===== config.mk =====
export PLATFORM = sky130hd
export DESIGN_NAME = io_resp
export DESIGN_NICKNAME = d
export VERILOG_FILES = /design/src/rtl/io_resp.sv
export SDC_FILE = /design/constraint.sdc
export NUM_CORES = 1
export LEC_CHECK = 0
export ABC_AREA = 0
export BUFFER_PORTS_ARGS = -buffer_cell sky130_fd_sc_hd__buf_2
export CORE_MARGIN = 2
export CORE_UTILIZATION = 53
export DETAILED_ROUTE_END_ITERATION = 8
export PLACE_DENSITY = 0.8
export SLEW_MARGIN = 30
export SYNTH_ARGS = -nofsm -noshare
export SYNTH_HDL_FRONTEND = slang
export SYNTH_SLANG_ARGS = --single-unit

===== constraint.sdc =====
create_clock -name clk -period 2.3 [get_ports clk]
set_clock_uncertainty 0.1 [all_clocks]
set_input_delay 0.46 -clock clk [delete_from_list [all_inputs] [get_ports clk]]
set_output_delay 0.46 -clock clk [all_outputs]
set_load 0.02 [all_outputs]

===== src/rtl/io_resp.sv =====
// io_resp: I/O response block with a 4-deep TX FIFO, an RX holding register and STATUS.
// Optional OUTPORT register enabled by defining IO_RESP_GPO_EN.
module io_resp (
  input  logic        clk,
  input  logic        rst,
  input  logic        iom_in,
  input  logic        wen_in,
  input  logic [1:0]  addr_in,
  input  logic [15:0] wdata_in,
  output logic [15:0] rdata_out,
  output logic [15:0] tx_data_out,
  output logic        tx_valid_out,
  input  logic        tx_ready_in,
  input  logic [15:0] rx_data_in,
  input  logic        rx_valid_in,
  output logic        rx_ready_out,
  output logic [15:0] gpo_out
);

  typedef enum logic [1:0] {
    ADDR_TXDATA  = 2'd0,
    ADDR_RXDATA  = 2'd1,
    ADDR_STATUS  = 2'd2,
    ADDR_OUTPORT = 2'd3
  } io_addr_e;

  io_addr_e    addr;
  logic        wr_stb, rd_stb;
  logic        tx_push_req, tx_push, tx_pop;
  logic        rx_cap, rx_clr;
  logic [15:0] status;

  logic [15:0] mem_q [4];
  logic [1:0]  wr_ptr_q, wr_ptr_d;
  logic [1:0]  rd_ptr_q, rd_ptr_d;
  logic [2:0]  cnt_q, cnt_d;
  logic        tx_ovf_q, tx_ovf_d;
  logic        rx_full_q, rx_full_d;
  logic [15:0] rx_data_q, rx_data_d;

  assign addr   = io_addr_e'(addr_in);
  assign wr_stb = iom_in & ~wen_in;
  assign rd_stb = iom_in & wen_in;

  assign tx_valid_out = (cnt_q != 3'd0);
  assign tx_data_out  = mem_q[rd_ptr_q];
  assign rx_ready_out = ~rx_full_q;

  // A full FIFO still accepts a write when the head leaves in the same cycle.
  assign tx_pop      = tx_valid_out & tx_ready_in;
  assign tx_push_req = wr_stb & (addr == ADDR_TXDATA);
  assign tx_push     = tx_push_req & ((cnt_q != 3'd4) | tx_pop);

  assign rx_cap = rx_valid_in & ~rx_full_q;
  assign rx_clr = rd_stb & (addr == ADDR_RXDATA) & rx_full_q;

  assign status = {9'd0, cnt_q, tx_ovf_q, rx_full_q, (cnt_q == 3'd0), (cnt_q == 3'd4)};

  always_comb begin
    // NOTE: every signal gets a default first so no path leaves it unassigned (no latches).
    wr_ptr_d  = wr_ptr_q;
    rd_ptr_d  = rd_ptr_q;
    cnt_d     = cnt_q;
    tx_ovf_d  = tx_ovf_q;
    rx_full_d = rx_full_q;
    rx_data_d = rx_data_q;

    if (tx_push) wr_ptr_d = wr_ptr_q + 2'd1;
    if (tx_pop)  rd_ptr_d = rd_ptr_q + 2'd1;
    case ({tx_push, tx_pop})
      2'b10:   cnt_d = cnt_q + 3'd1;
      2'b01:   cnt_d = cnt_q - 3'd1;
      default: cnt_d = cnt_q;
    endcase

    if (tx_push_req && !tx_push) tx_ovf_d = 1'b1;
    else if (wr_stb && addr == ADDR_STATUS && wdata_in[3]) tx_ovf_d = 1'b0;

    if (rx_cap) begin
      rx_full_d = 1'b1;
      rx_data_d = rx_data_in;
    end else if (rx_clr) begin
      rx_full_d = 1'b0;
    end
  end

  // NOTE: sequential state uses non-blocking assignments so all flops update together.
  always_ff @(posedge clk or posedge rst) begin
    if (rst) begin
      wr_ptr_q  <= 2'd0;
      rd_ptr_q  <= 2'd0;
      cnt_q     <= 3'd0;
      tx_ovf_q  <= 1'b0;
      rx_full_q <= 1'b0;
      rx_data_q <= 16'd0;
    end else begin
      wr_ptr_q  <= wr_ptr_d;
      rd_ptr_q  <= rd_ptr_d;
      cnt_q     <= cnt_d;
      tx_ovf_q  <= tx_ovf_d;
      rx_full_q <= rx_full_d;
      rx_data_q <= rx_data_d;
    end
  end

  // NOTE: FIFO storage is not reset; clearing the pointers and count already empties it.
  always_ff @(posedge clk) begin
    if (tx_push) mem_q[wr_ptr_q] <= wdata_in;
  end

`ifdef IO_RESP_GPO_EN
  logic [15:0] gpo_q, gpo_d;

  always_comb begin
    gpo_d = gpo_q;
    if (wr_stb && addr == ADDR_OUTPORT) gpo_d = wdata_in;
  end

  always_ff @(posedge clk or posedge rst) begin
    if (rst) gpo_q <= 16'd0;
    else     gpo_q <= gpo_d;
  end

  assign gpo_out = gpo_q;
`else
  assign gpo_out = 16'd0;
`endif

  always_comb begin
    rdata_out = 16'd0;
    if (rd_stb) begin
      case (addr)
        ADDR_TXDATA:  rdata_out = 16'd0;
        ADDR_RXDATA:  rdata_out = rx_data_q;
        ADDR_STATUS:  rdata_out = status;
        ADDR_OUTPORT: rdata_out = gpo_out;
        default:      rdata_out = 16'd0;
      endcase
    end
  end

endmodule


# [After elaboration in Yosys (flattened, before gate mapping)]
# Memories as Yosys holds them, arrays and structs flattened.
# Cells that the tools add are included.
[totals] regBits=25 latch_bits=0 ram_bits=64 romBits=0 in_bits=40 out_inout_bits=50 wordCells=49 mem_count=1
[memory_table] memory="mem_q" depth=4 word_bits=16 read_ports=1 rd_ports_with_merged_regs=0 write_ports=1 line_no="33" text="logic [15:0] mem_q [4];"
[classes] add_sub_neg=4 mul=0 div_mod_pow=0 n_lt_le_gt_ge=0 eq_ne=7 shifts=0 mux=9 bitwise_logic=11 reduce_logical=11
[op_table] cell="16-bit case mux with 3 select lines" n=1
[op_table] cell="16-bit 2-to-1 mux" n=1
[op_table] cell="1-bit bitwise AND" n=8
[op_table] cell="2-bit == test, second input constant" n=3
[op_table] cell="1-bit 2-to-1 mux" n=6
[op_table] cell="3-bit case mux with 2 select lines" n=1
[op_table] cell="2-bit nonzero test" n=3
[op_table] cell="2-bit by 1-bit adder with 2-bit output, second input constant" n=2
[op_table] cell="2-bit by 1-bit == test with 1-bit output, second input constant" n=2
[op_table] cell="3-bit by 1-bit adder with 3-bit output, second input constant" n=1
[op_table] cell="3-bit == test, second input constant" n=1
[op_table] cell="1-bit logical AND" n=3
[op_table] cell="3-bit zero test" n=1
[op_table] cell="3-bit != test, second input constant" n=1
[op_table] cell="3-bit nonzero test" n=1
[op_table] cell="3-bit by 1-bit subtractor with 3-bit output, second input constant" n=1
[op_table] cell="2-bit zero test" n=1
[op_table] cell="1-bit inverter" n=2
[op_table] cell="2-bit OR reduction" n=1
[op_table] cell="1-bit zero test" n=1
[op_table] cell="1-bit OR" n=1

# [Logic depth before layout (Yosys ltp)]
# Gate-level depths: netlist of the first run.
[depth] ltp_word=7 ltp_mapped=10 ltp_nobuf=9

# [Worst setup path after synthesis of the first run]
# No wires, ideal clock.
[synth_path] path_type="reg2reg" start="reg cnt_q[0]" end="reg cnt_q[2]" arrival_ps=1952 required_time_ps=2121 path_slack_ps=169 path_stages_with_launch=11 path_buffers=1 cell_sequence="dfrtp_1 buf_2 nor4b_4 nor3_4 inv_1 ha_1 inv_1 fa_1 xor2_1 nor2_1 xor2_1"
[synth_via] elab_chain_len=6
[synth_lines] element="start: declaration" line_no="36" text="logic [2:0] cnt_q, cnt_d;"
[synth_lines] element="start signal: assignment" line_no="99" text="cnt_q <= cnt_d;"
[synth_lines] element="3-bit nonzero test" line_no="45" text="assign tx_valid_out = (cnt_q != 3'd0);"
[synth_lines] element="1-bit bitwise AND" line_no="50" text="assign tx_pop = tx_valid_out & tx_ready_in;"
[synth_lines] element="1-bit OR" line_no="52" text="assign tx_push = tx_push_req & ((cnt_q != 3'd4) | tx_pop);"
[synth_lines] element="1-bit bitwise AND" line_no="52"
[synth_lines] element="2-bit by 1-bit == test with 1-bit output / 2-bit == test (equally long branches)" line_no="70" text="case ({tx_push, tx_pop})"
[synth_lines] element="3-bit case mux with 2 select lines / 2-bit nonzero test (equally long branches)"
# Parallel ways exist; a longest one is shown, timed or not.
# A chain may end at the register's enable or synchronous reset.

# [Worst setup path in the final report of the first run]
[layout_path] start="reg rd_ptr_q[0]" end="out tx_data_out[10]"
[layout_via] elab_chain_len=1
[layout_lines] element="start: declaration" line_no="35" text="logic [1:0] rd_ptr_q, rd_ptr_d;"
[layout_lines] element="start signal: assignment" line_no="98" text="rd_ptr_q <= rd_ptr_d;"
[layout_lines] element="memory read 4 x 16 bit"
[layout_lines] element="end: declaration" line_no="11" text="output logic [15:0] tx_data_out,"
# Every way passes these cells.

==> summary.txt, run 1 <==
Layout
  • Layout Area Growth over Synthesis: 18.7%
  • Nets: around 360
  • Share of cells above drive strength 1: 46.3%
  • Diodes inserted: 0
  • Fillers: 505
  • Design area: 0.00446 mm^2

Synthesis
  • Synth warnings: 0
  • Synth top area cells: edfxtp_1 51%, dfrtp_1 17%, mux4_2 9.6%
  • Primary FF master, synth: edfxtp_1
  • Synth cell types: 32
  • Post-Synth Simple-Gate Area: between 5 and 6%
  • Synth Area in Compound Gates: 2.30%
  • Syn Area/Cell: between 15 and 20 um^2
  • Post-synthesis cell count: around 220
  • Post-synthesis mux area share: 15.0%
  • Post-synth EDFFs: 64
  • Sequential-to-total area share from yosys stat: 67.8%
  • Post-synthesis adder-cell area fraction: 2.20%
  • Yosys top cell by area: edfxtp_1
  • XOR/XNOR Fraction of Synth Area: around 1.4%
  • Count of state elements after synthesis: 89
  • Largest family of logic cells by synthesized area: multiplexers
  • Synthesized cell area: 0.00376 mm^2
  • Async SR Flop Fraction: 28.1%
  • Area fraction of the dominant cell type after synthesis: 51.1%

Power and ir drop
  • Pwr Total: 4.57 mW
  • Worst vdd ir: 609 uV
  • Leak pwr: about 1.8 nW
  • PD cells: between 1000 and 1500 mW/mm^2

Timing
  • Final setup fails: 0
  • Crit share post-route: 95.7%
  • RSZ-0062 raised after global routing: false
  • Minimum clock period: 2.20 ns
  • Fmax: 454 MHz
  • Hold Vio Cnt, Final: 0
  • Final number of max-transition violations: 0
  • Worst setup margin: 0.0990 ns
  • Setup TNS: 0 ns

CTS
  • H-Tree Level Count: 3
  • CTS tree: built
  • CTS resizes: 0
  • Setup Buffers After CTS: 0
  • Clk buf depth: 2
  • CTS Hold Buffers Added: 0
  • CTS root buf: clkbuf_8
  • Worst skew pair latency: 0.34 ns
  • Clock Sinks: 89
  • Worst-path clk slew: ~0.080 ns
  • TritonCTS Buffers: 9

Placed design
  • HPWL Detailed: 4.76 mm
  • Dpl ws: 0.0600 ns
  • Gpl congestion: slightly below 0.8
  • IO Port Bufs: 73
  • Placed cell area: ~0.0043 mm^2

Setup path
  • Critical Path Start: rd_ptr_q[0]
  • Startpoint Class: register
  • Worst EP required: between 1.5 and 2 ns
  • Crit path kind: reg2out
  • Element type at the critical path end: primary output
  • Worst path max stage delay: 0.54 ns
  • Crit Path Max Fanout: 10
  • Reg2reg start: cnt_q[1]
  • CP Data Arrival Time: about 1.6 ns
  • CP Cell Sequence: buf_4, mux4_2, buf_2
  • Slack of the worst reg-to-reg path: 0.17 ns
  • R2R depth: 9
  • CP Capture Point: tx_data_out[10]
  • Crit path max-delay cell type: mux4_2
  • R2r endpoint: cnt_q[2]

Global routing
  • GR Util met2: 28.6%
  • Met3 Use GR: under 10%
  • Global-route wire length before repair: 9.96 mm
  • Initial antenna violation count: 0
  • Largest net degree at the start of global routing: 26
  • Met1 usage: around 23%
  • All-Layer GR Usage: 17.5%
  • Vias in the first global route: 2,056
  • Grt total ovfl: 0
  • GRT Max-Usage Layer: met2

Worst hold path
  • Hold WC Path Type: in2async

Die
  • Io pins: 90
  • Die X: 88.2 um
  • Die ar.: 0.00778 mm^2
  • Core area: 0.00683 mm^2
  • Die Ht: 88.2 um
  • Num rows: 30
  • Starting density of the core: 55.0%

Flow run
  • Max-cap violations: 0

Drt
  • Initial DRC count: 110
  • Routed Antenna Nets: 0
  • Via count: a little over 2,000
  • Via/cell ratio: 4.97
  • Routed len/inst: 15.7 um
  • Final WL: about 6.4 mm
  • DRC: 0
  • Pre-antenna DRT Iters: 4

Status
  • Status: completed
==> through the flow <==
step	hold WS, ns	cells	utilization, %
2_1_floorplan	0.372	231	-
3_3_place_gp	0.380	394	62.9
3_5_place_dp	0.388	394	62.9
4_1_cts	0.0614	409	65.3
5_1_grt	0.0890	409	65.3
6_report	0.0685	409	65.3
==> metal layers <==
layer / vias up / share of wire (%) / routed length, um
met1: 1025 / 43 / 2730
met5: - / 0 / 0
li1: 952 / - / -
met4: 0 / 1.5 / 99
met2: 48 / 53 / 3400
met3: 9 / 3.0 / 195
==> cells in the final DEF, fill, tap and decap left out, drive strengths merged, types with 6 or more instances in the layout <==
cell / count
buf: 92
edfxtp: 64
dfrtp: 25
mux2: 17
mux4: 16
conb: 16
and2: 13
inv: 11
clkbuf: 11
nor2: 10
a22oi: 6
==> synthesized netlist by cell type (all sizes together) (2+ instances only) <==
library cell,count
a22oi,6
and2b,2
ha,5
nor3,2
xnor2,3
mux2,17
nor2,10
buf,23
nor2b,2
inv,10
mux4,16
xor2,3
edfxtp,64
dfrtp,25
nand2,2
and2,13
clkbuf,2
==> state kept, by name, summed over array words and instances, names as in the netlist <==
signal     count
mem_q         64
rx_data_q     16
cnt_q          3
rd_ptr_q       2
wr_ptr_q       2
rx_full_q      1
tx_ovf_q       1
==> final cells by class <==
type / count / area (um^2) / share of cell area, %
Clock buffer: 11 / 131 / 2.95
Clock inverter: 4 / 28.8 / 0.645
Inverter: 10 / 37.5 / 0.842
Multi-Input combinational cell: 107 / 1060 / 23.8
Sequential cell: 89 / 2550 / 57.1
Tap cell: 96 / 120 / 2.69
Timing Repair Buffer: 92 / 533 / 11.9
==> report_power, final <==
| part | switching [mW] | leakage, nW | internal [mW] |
|---|---|---|---|
| sequential | 0.144 | 0.870 | 1.97 |
| combinational | 0.800 | 0.859 | 0.762 |
| clock | 0.498 | 0.0720 | 0.388 |
| total | 1.44 | 1.80 | 3.12 |
==> worst max-delay path, delay by kind of cell, from the launching register on <==
| kind | cells | cell delay (ns) |
|---|---|---|
| buffers and inverters | 2 | 0.40 |
| multiplexers | 1 | 0.54 |
| flip-flops | 1 | 0.36 |
==> worst min path at each step <==
stage / end / cells past startpoint / slack [ns] / from
CTS: rx_data_q[9] / 3 / 0.06 / rst
global route: rx_data_q[11] / 3 / 0.09 / rst
finish: cnt_q[0] / 3 / 0.07 / rst
global placement: rx_data_q[15] / 1 / 0.38 / rx_data_q[15]
detailed placement: rx_data_q[15] / 1 / 0.39 / rx_data_q[15]
floorplan: rx_data_q[15] / 1 / 0.37 / rx_data_q[15]
==> cell families (layout without fill, tap and decap cells) <==
logic type / Yosys count / count (layout)
buffers and inverters: 35 / 117
xor gates and xnor gates: 6 / 6
muxes: 34 / 34
and+or+nand+nor: 33 / 33
other: 1 / 16
AOI/OAI and AO/OA: 12 / 12
DFF: 89 / 89
adders and majority gates: 6 / 6
(Power assumes the default switching activity.)
==> run 2, diff against run 1 <==
- clock period: 2.3 -> 2.5 ns (I/O delays scaled with it)
==> run 2 against run 1 <==
Against the previous run: sequential power shrank 7%; non-clock buffer count shrank 12; sequential share of layout area grew 0.75 points; global-route usage shrank 0.67 points; combinational power shrank 12%; design area shrank 1.3%; die area is the same; flip-flop and latch count is the same; critical path depth is the same; worst setup slack gained 0.12 ns; total power shrank 4.4%; critical path type unchanged; utilization shrank 0.84 points.
==> summary.txt, run 2 (same netlist as run 1, synthesis figures left out) <==
Status
  • Status: completed

Placed design
  • IO Port Bufs: 73
  • HPWL Detailed: 4.30 mm
  • Placed cell area: about 0.0042 mm^2
  • Gpl congestion: ~0.72

Global routing
  • Vias in the first global route: around 2,000
  • Largest net degree at the start of global routing: 26
  • Global-route wire length before repair: 9.45 mm
  • Initial antenna violation count: 0
  • Grt total ovfl: 0
  • All-Layer GR Usage: 16.8%

Layout
  • Share of cells above drive strength 1: 44.7%
  • Most frequent cells in the layout: 73 x buf_2, 64 x edfxtp_1, 25 x dfrtp_1
  • Layout Area Growth over Synthesis: 17.1%
  • Nets: roughly 340
  • Diodes inserted: 0
  • Largest registers: mem_q: 64 flops, rx_data_q: 16 flops, cnt_q: 3 flops
  • Design area: 0.00440 mm^2
  • Max reg flops: 64
  • Commonest non-fill, non-tap cell in the layout: buf_2
  • Top reg by flops: mem_q

Drt
  • Via/cell ratio: 5.01
  • Routed Antenna Nets: 0
  • Via count: 1,995
  • Final WL: 6.21 mm
  • Pre-antenna DRT Iters: 4
  • DRC: 0
  • Routed len/inst: 15.6 um
  • Initial DRC count: 109

CTS
  • Worst skew pair latency: 0.33 ns
  • Clk buf depth: 2
  • CTS resizes: 0
  • H-Tree Level Count: 3
  • CTS Hold Buffers Added: 0
  • Clock Sinks: 89
  • Worst-path clk slew: 0.08 ns
  • TritonCTS Buffers: 9
  • CTS tree: built
  • CTS root buf: clkbuf_8
  • Setup Buffers After CTS: 0

Die
  • Core area: about 0.007 mm^2
  • Die ar.: 0.00778 mm^2
  • Die Ht: roughly 88 um
  • Starting density of the core: 55.0%
  • Die X: 88.2 um
  • Num rows: 30
  • Io pins: 90

Setup path
  • CP Data Arrival Time: 1.68 ns
  • CP delay by family, top: multiplexers
  • Crit Path Max Fanout: 11
  • CP Cell Sequence: buf_4, mux4_2, buf_2
  • Worst path max stage delay: 0.55 ns
  • Crit path kind: reg2out
  • Worst EP required: 1.90 ns
  • Crit path max-delay cell type: mux4_2
  • Element type at the critical path end: primary output
  • Startpoint Class: register
  • CP Buf/Inv Count: 2

Timing
  • RSZ-0062 raised after global routing: false
  • Setup TNS: 0 ns
  • Final setup fails: 0
  • Minimum clock period: 2.28 ns
  • Crit share post-route: 91.3%
  • Fmax: 438 MHz
  • Hold Vio Cnt, Final: 0
  • Final number of max-transition violations: 0

Power and ir drop
  • Pwr Total: 4.36 mW
  • PD cells: 991 mW/mm^2
  • Worst vdd ir: a little over 600 uV
  • Leak pwr: 1.77 nW

Worst hold path
  • Hold WC Path Type: in2async

Flow run
  • Max-cap violations: 0
run 2: cell types whose count changed in the layout (fill, tap and decap cells not counted), sizes merged:
cell      before  now
buf           92   80
clkinv         0    3
bufinv         0    2
clkbuf        11    9
clkinvlp       3    1
run 2: worst paths after layout:
kind                                from              end  cells past startpoint  slack [ns]
setup / recovery             rd_ptr_q[0]  tx_data_out[10]                      3        0.22
hold / removal                       rst     rx_data_q[7]                      3         0.1
setup reg to reg                cnt_q[0]         cnt_q[2]                      9        0.27
hold reg to reg            rx_data_q[13]    rx_data_q[13]                      1        0.40
max in group asynchronous            rst         cnt_q[0]                      3        1.96
min in group clk            wdata_in[13]     mem_q[0][13]                      1        0.27
run 2: per-stage QoR:
step	std cells	hold slack (ns)	worst slack, ns	util, %
floorplan	231	0.372	0.334	-
global route	398	0.132	0.138	64.5
global placement	382	0.381	0.279	61.3
detailed placement	382	0.387	0.233	61.3
CTS	398	0.0947	0.184	64.5
finish	398	0.0951	0.217	64.5
run 2: layout make-up:
| class | count | area, um^2 |
|---|---|---|
| Timing Repair Buffer | 80 | 418 |
| Fill cell | 495 | 2430 |
| Clock inverter | 7 | 93.8 |
| Multi-Input combinational cell | 107 | 1060 |
| Inverter | 10 | 37.5 |
| Tap cell | 96 | 120 |
| Clock buffer | 9 | 124 |
| Sequential cell | 89 | 2550 |
run 2: per-layer routing:
metal | global-route usage, % | share of wire [%] | up-vias
met3 | 5.60 | 4.6 | 8
met2 | 28.9 | 54 | 54
li1 | - | - | 929
met1 | 20.2 | 40 | 1004
met4 | 5.23 | 1.4 | 0
met5 | 0 | 0 | -
run 2: worst register-to-register path: stages (launching register included):
cell and delay (ns):
dfrtp_1 0.47, nor4b_4 0.39, nor3_4 0.08, inv_1 0.06, ha_1 0.17, inv_1 0.06
fa_1 0.37, xor2_1 0.15, nor2_1 0.13, xor2_1 0.17
run 2: where the power goes:
group	internal, mW	leakage, nW	switching, mW
Sequential	1.82	0.870	0.150
Combinational	0.657	0.791	0.712
Clock	0.563	0.107	0.467
Total	3.04	1.77	1.33
==> run 3, diff against run 2 <==
- CORE_UTILIZATION: 53 -> 35
- PLACE_DENSITY: 0.8 -> 0.57
==> run 3 against run 2 <==
Against the previous run: total power fell by 2.0%; worst setup slack got worse by 0.026 ns; combinational power barely moved; flip-flop and latch count did not move.
==> summary.txt, run 3 (same netlist as run 1, synthesis figures left out) <==
Status
  • Status: completed

Die
  • Starting density of the core: about 36%
  • Io pins: 90
  • Die Ht: 108 um
  • Num rows: 37
  • Core area: 0.0104 mm^2
  • Die ar.: roughly 0.012 mm^2
  • Die X: 108 um

Timing
  • Worst slew pin tran: 0.518 ns
  • Minimum clock period: 2.31 ns
  • Final setup fails: 0
  • Crit share post-route: 92.4%
  • Hold Vio Cnt, Final: 0
  • Slew HR: 65.4%
  • Fmax: 433 MHz
  • Fin Hold WS: between 0.07 and 0.08 ns
  • RSZ-0062 raised after global routing: false
  • Setup TNS: 0 ns
  • Final number of max-transition violations: 0
  • Worst setup margin: approximately 0.19 ns

Placed design
  • HPWL Detailed: between 4 and 5 mm
  • Gpl congestion: between 0.7 and 0.8
  • IO Port Bufs: 73
  • Placed cell area: 0.00424 mm^2
  • Dpl ws: around 0.23 ns

Setup path
  • CP delay by family, top: multiplexers
  • CP Data Arrival Time: between 1.5 and 2 ns
  • Crit Path Max Fanout: 16
  • Startpoint Class: register
  • Crit path max-delay cell type: mux4_2
  • Slack of the worst reg-to-reg path: roughly 0.28 ns
  • Worst EP required: 1.90 ns
  • Worst path max stage delay: 0.53 ns
  • R2R depth: 9
  • Reg2reg start: cnt_q[0]
  • R2r endpoint: cnt_q[2]
  • Element type at the critical path end: primary output
  • Critical Path Start: rd_ptr_q[0]
  • CP Buf/Inv Count: 2
  • CP Cell Sequence: buf_12, mux4_2, buf_2
  • Crit path kind: reg2out

Power and ir drop
  • PD cells: a little under 1000 mW/mm^2
  • Worst vdd ir: around 450 uV
  • Pwr Total: 4.28 mW
  • Leak pwr: approximately 1.8 nW

Drt
  • Routed len/inst: 15.3 um
  • Pre-antenna DRT Iters: 4
  • DRC: 0
  • Final WL: 6.68 mm
  • Via count: 1,990
  • Routed Antenna Nets: 0
  • Initial DRC count: 72
  • Via/cell ratio: 4.55

CTS
  • H-Tree Level Count: 3
  • Setup Buffers After CTS: 0
  • Clock Sinks: 89
  • CTS tree: built
  • TritonCTS Buffers: 9
  • Worst-path clk slew: around 0.1 ns
  • CTS root buf: clkbuf_8
  • Clk buf depth: 2
  • Worst skew pair latency: 0.35 ns
  • CTS Hold Buffers Added: 0
  • CTS resizes: 0

Layout
  • Diodes inserted: 0
  • Nets: between 300 and 400
  • Share of cells above drive strength 1: between 40% and 50%
  • Largest registers: mem_q: 64 flops, rx_data_q: 16 flops, cnt_q: 3 flops
  • Layout Area Growth over Synthesis: 17.8%
  • Most frequent cells in the layout: 73 x buf_2, 64 x edfxtp_1, 25 x dfrtp_1
  • Commonest non-fill, non-tap cell in the layout: buf_2
  • Design area: roughly 0.0044 mm^2
  • Top reg by flops: mem_q
  • Max reg flops: between 60 and 70

Global routing
  • Global-route wire length before repair: 10.5 mm
  • Vias in the first global route: 2,058
  • Largest net degree at the start of global routing: 26
  • All-Layer GR Usage: 12.1%
  • Grt total ovfl: 0
  • Initial antenna violation count: 0

Worst hold path
  • Hold WC Path Type: in2async

Flow run
  • Max-cap violations: 0
-- run 3: cell count changes in the layout (fill, tap and decap cells not counted), sizes merged --
cell / delta
inv: +2
bufinv: -2
buf: -1
-- run 3: per-stage QoR --
step	instances	utilization [%]
final	437	42.7
after global routing	437	42.7
after CTS	437	42.7
after detailed placement	421	40.9
after global placement	421	40.9
after floorplan	231	-
-- run 3: worst max path at each step --
stage	end	slack, ns	cells after the start
4_1_cts	tx_data_out[13]	0.15	3
2_1_floorplan	cnt_q[2]	0.33	9
5_1_grt	tx_data_out[2]	0.1	3
3_3_place_gp	mem_q[3][8]	0.27	5
6_report	tx_data_out[13]	0.19	3
3_5_place_dp	cnt_q[2]	0.23	10
-- run 3: power by group --
part | internal (mW) | leakage (nW) | switching, mW
clock | 0.380 | 0.0934 | 0.547
sequential | 1.82 | 0.870 | 0.175
combinational | 0.666 | 0.791 | 0.692
-- run 3: layout make-up --
type,instances,area (um^2)
clock buffers,9,124
clock inverters,7,63.8
fillers,984,5940
inverters,10,37.5
repair buffers,79,423
flip-flops and latches,89,2550
well taps,136,170
multi-input cells,107,1060
-- run 3: worst min-delay path, stage by stage --
cell	delay, ns
buf_2	0.09
inv_1	0.04
buf_4	0.31
-- run 3: metal layers --
metal / vias up / global-route usage [%] / wire [um]
li1: 922 / - / -
met1: 973 / 15.9 / 2980
met2: 91 / 18.9 / 3150
met3: 4 / 4.60 / 504
met4: 0 / 3.48 / 45
met5: - / 0 / 0
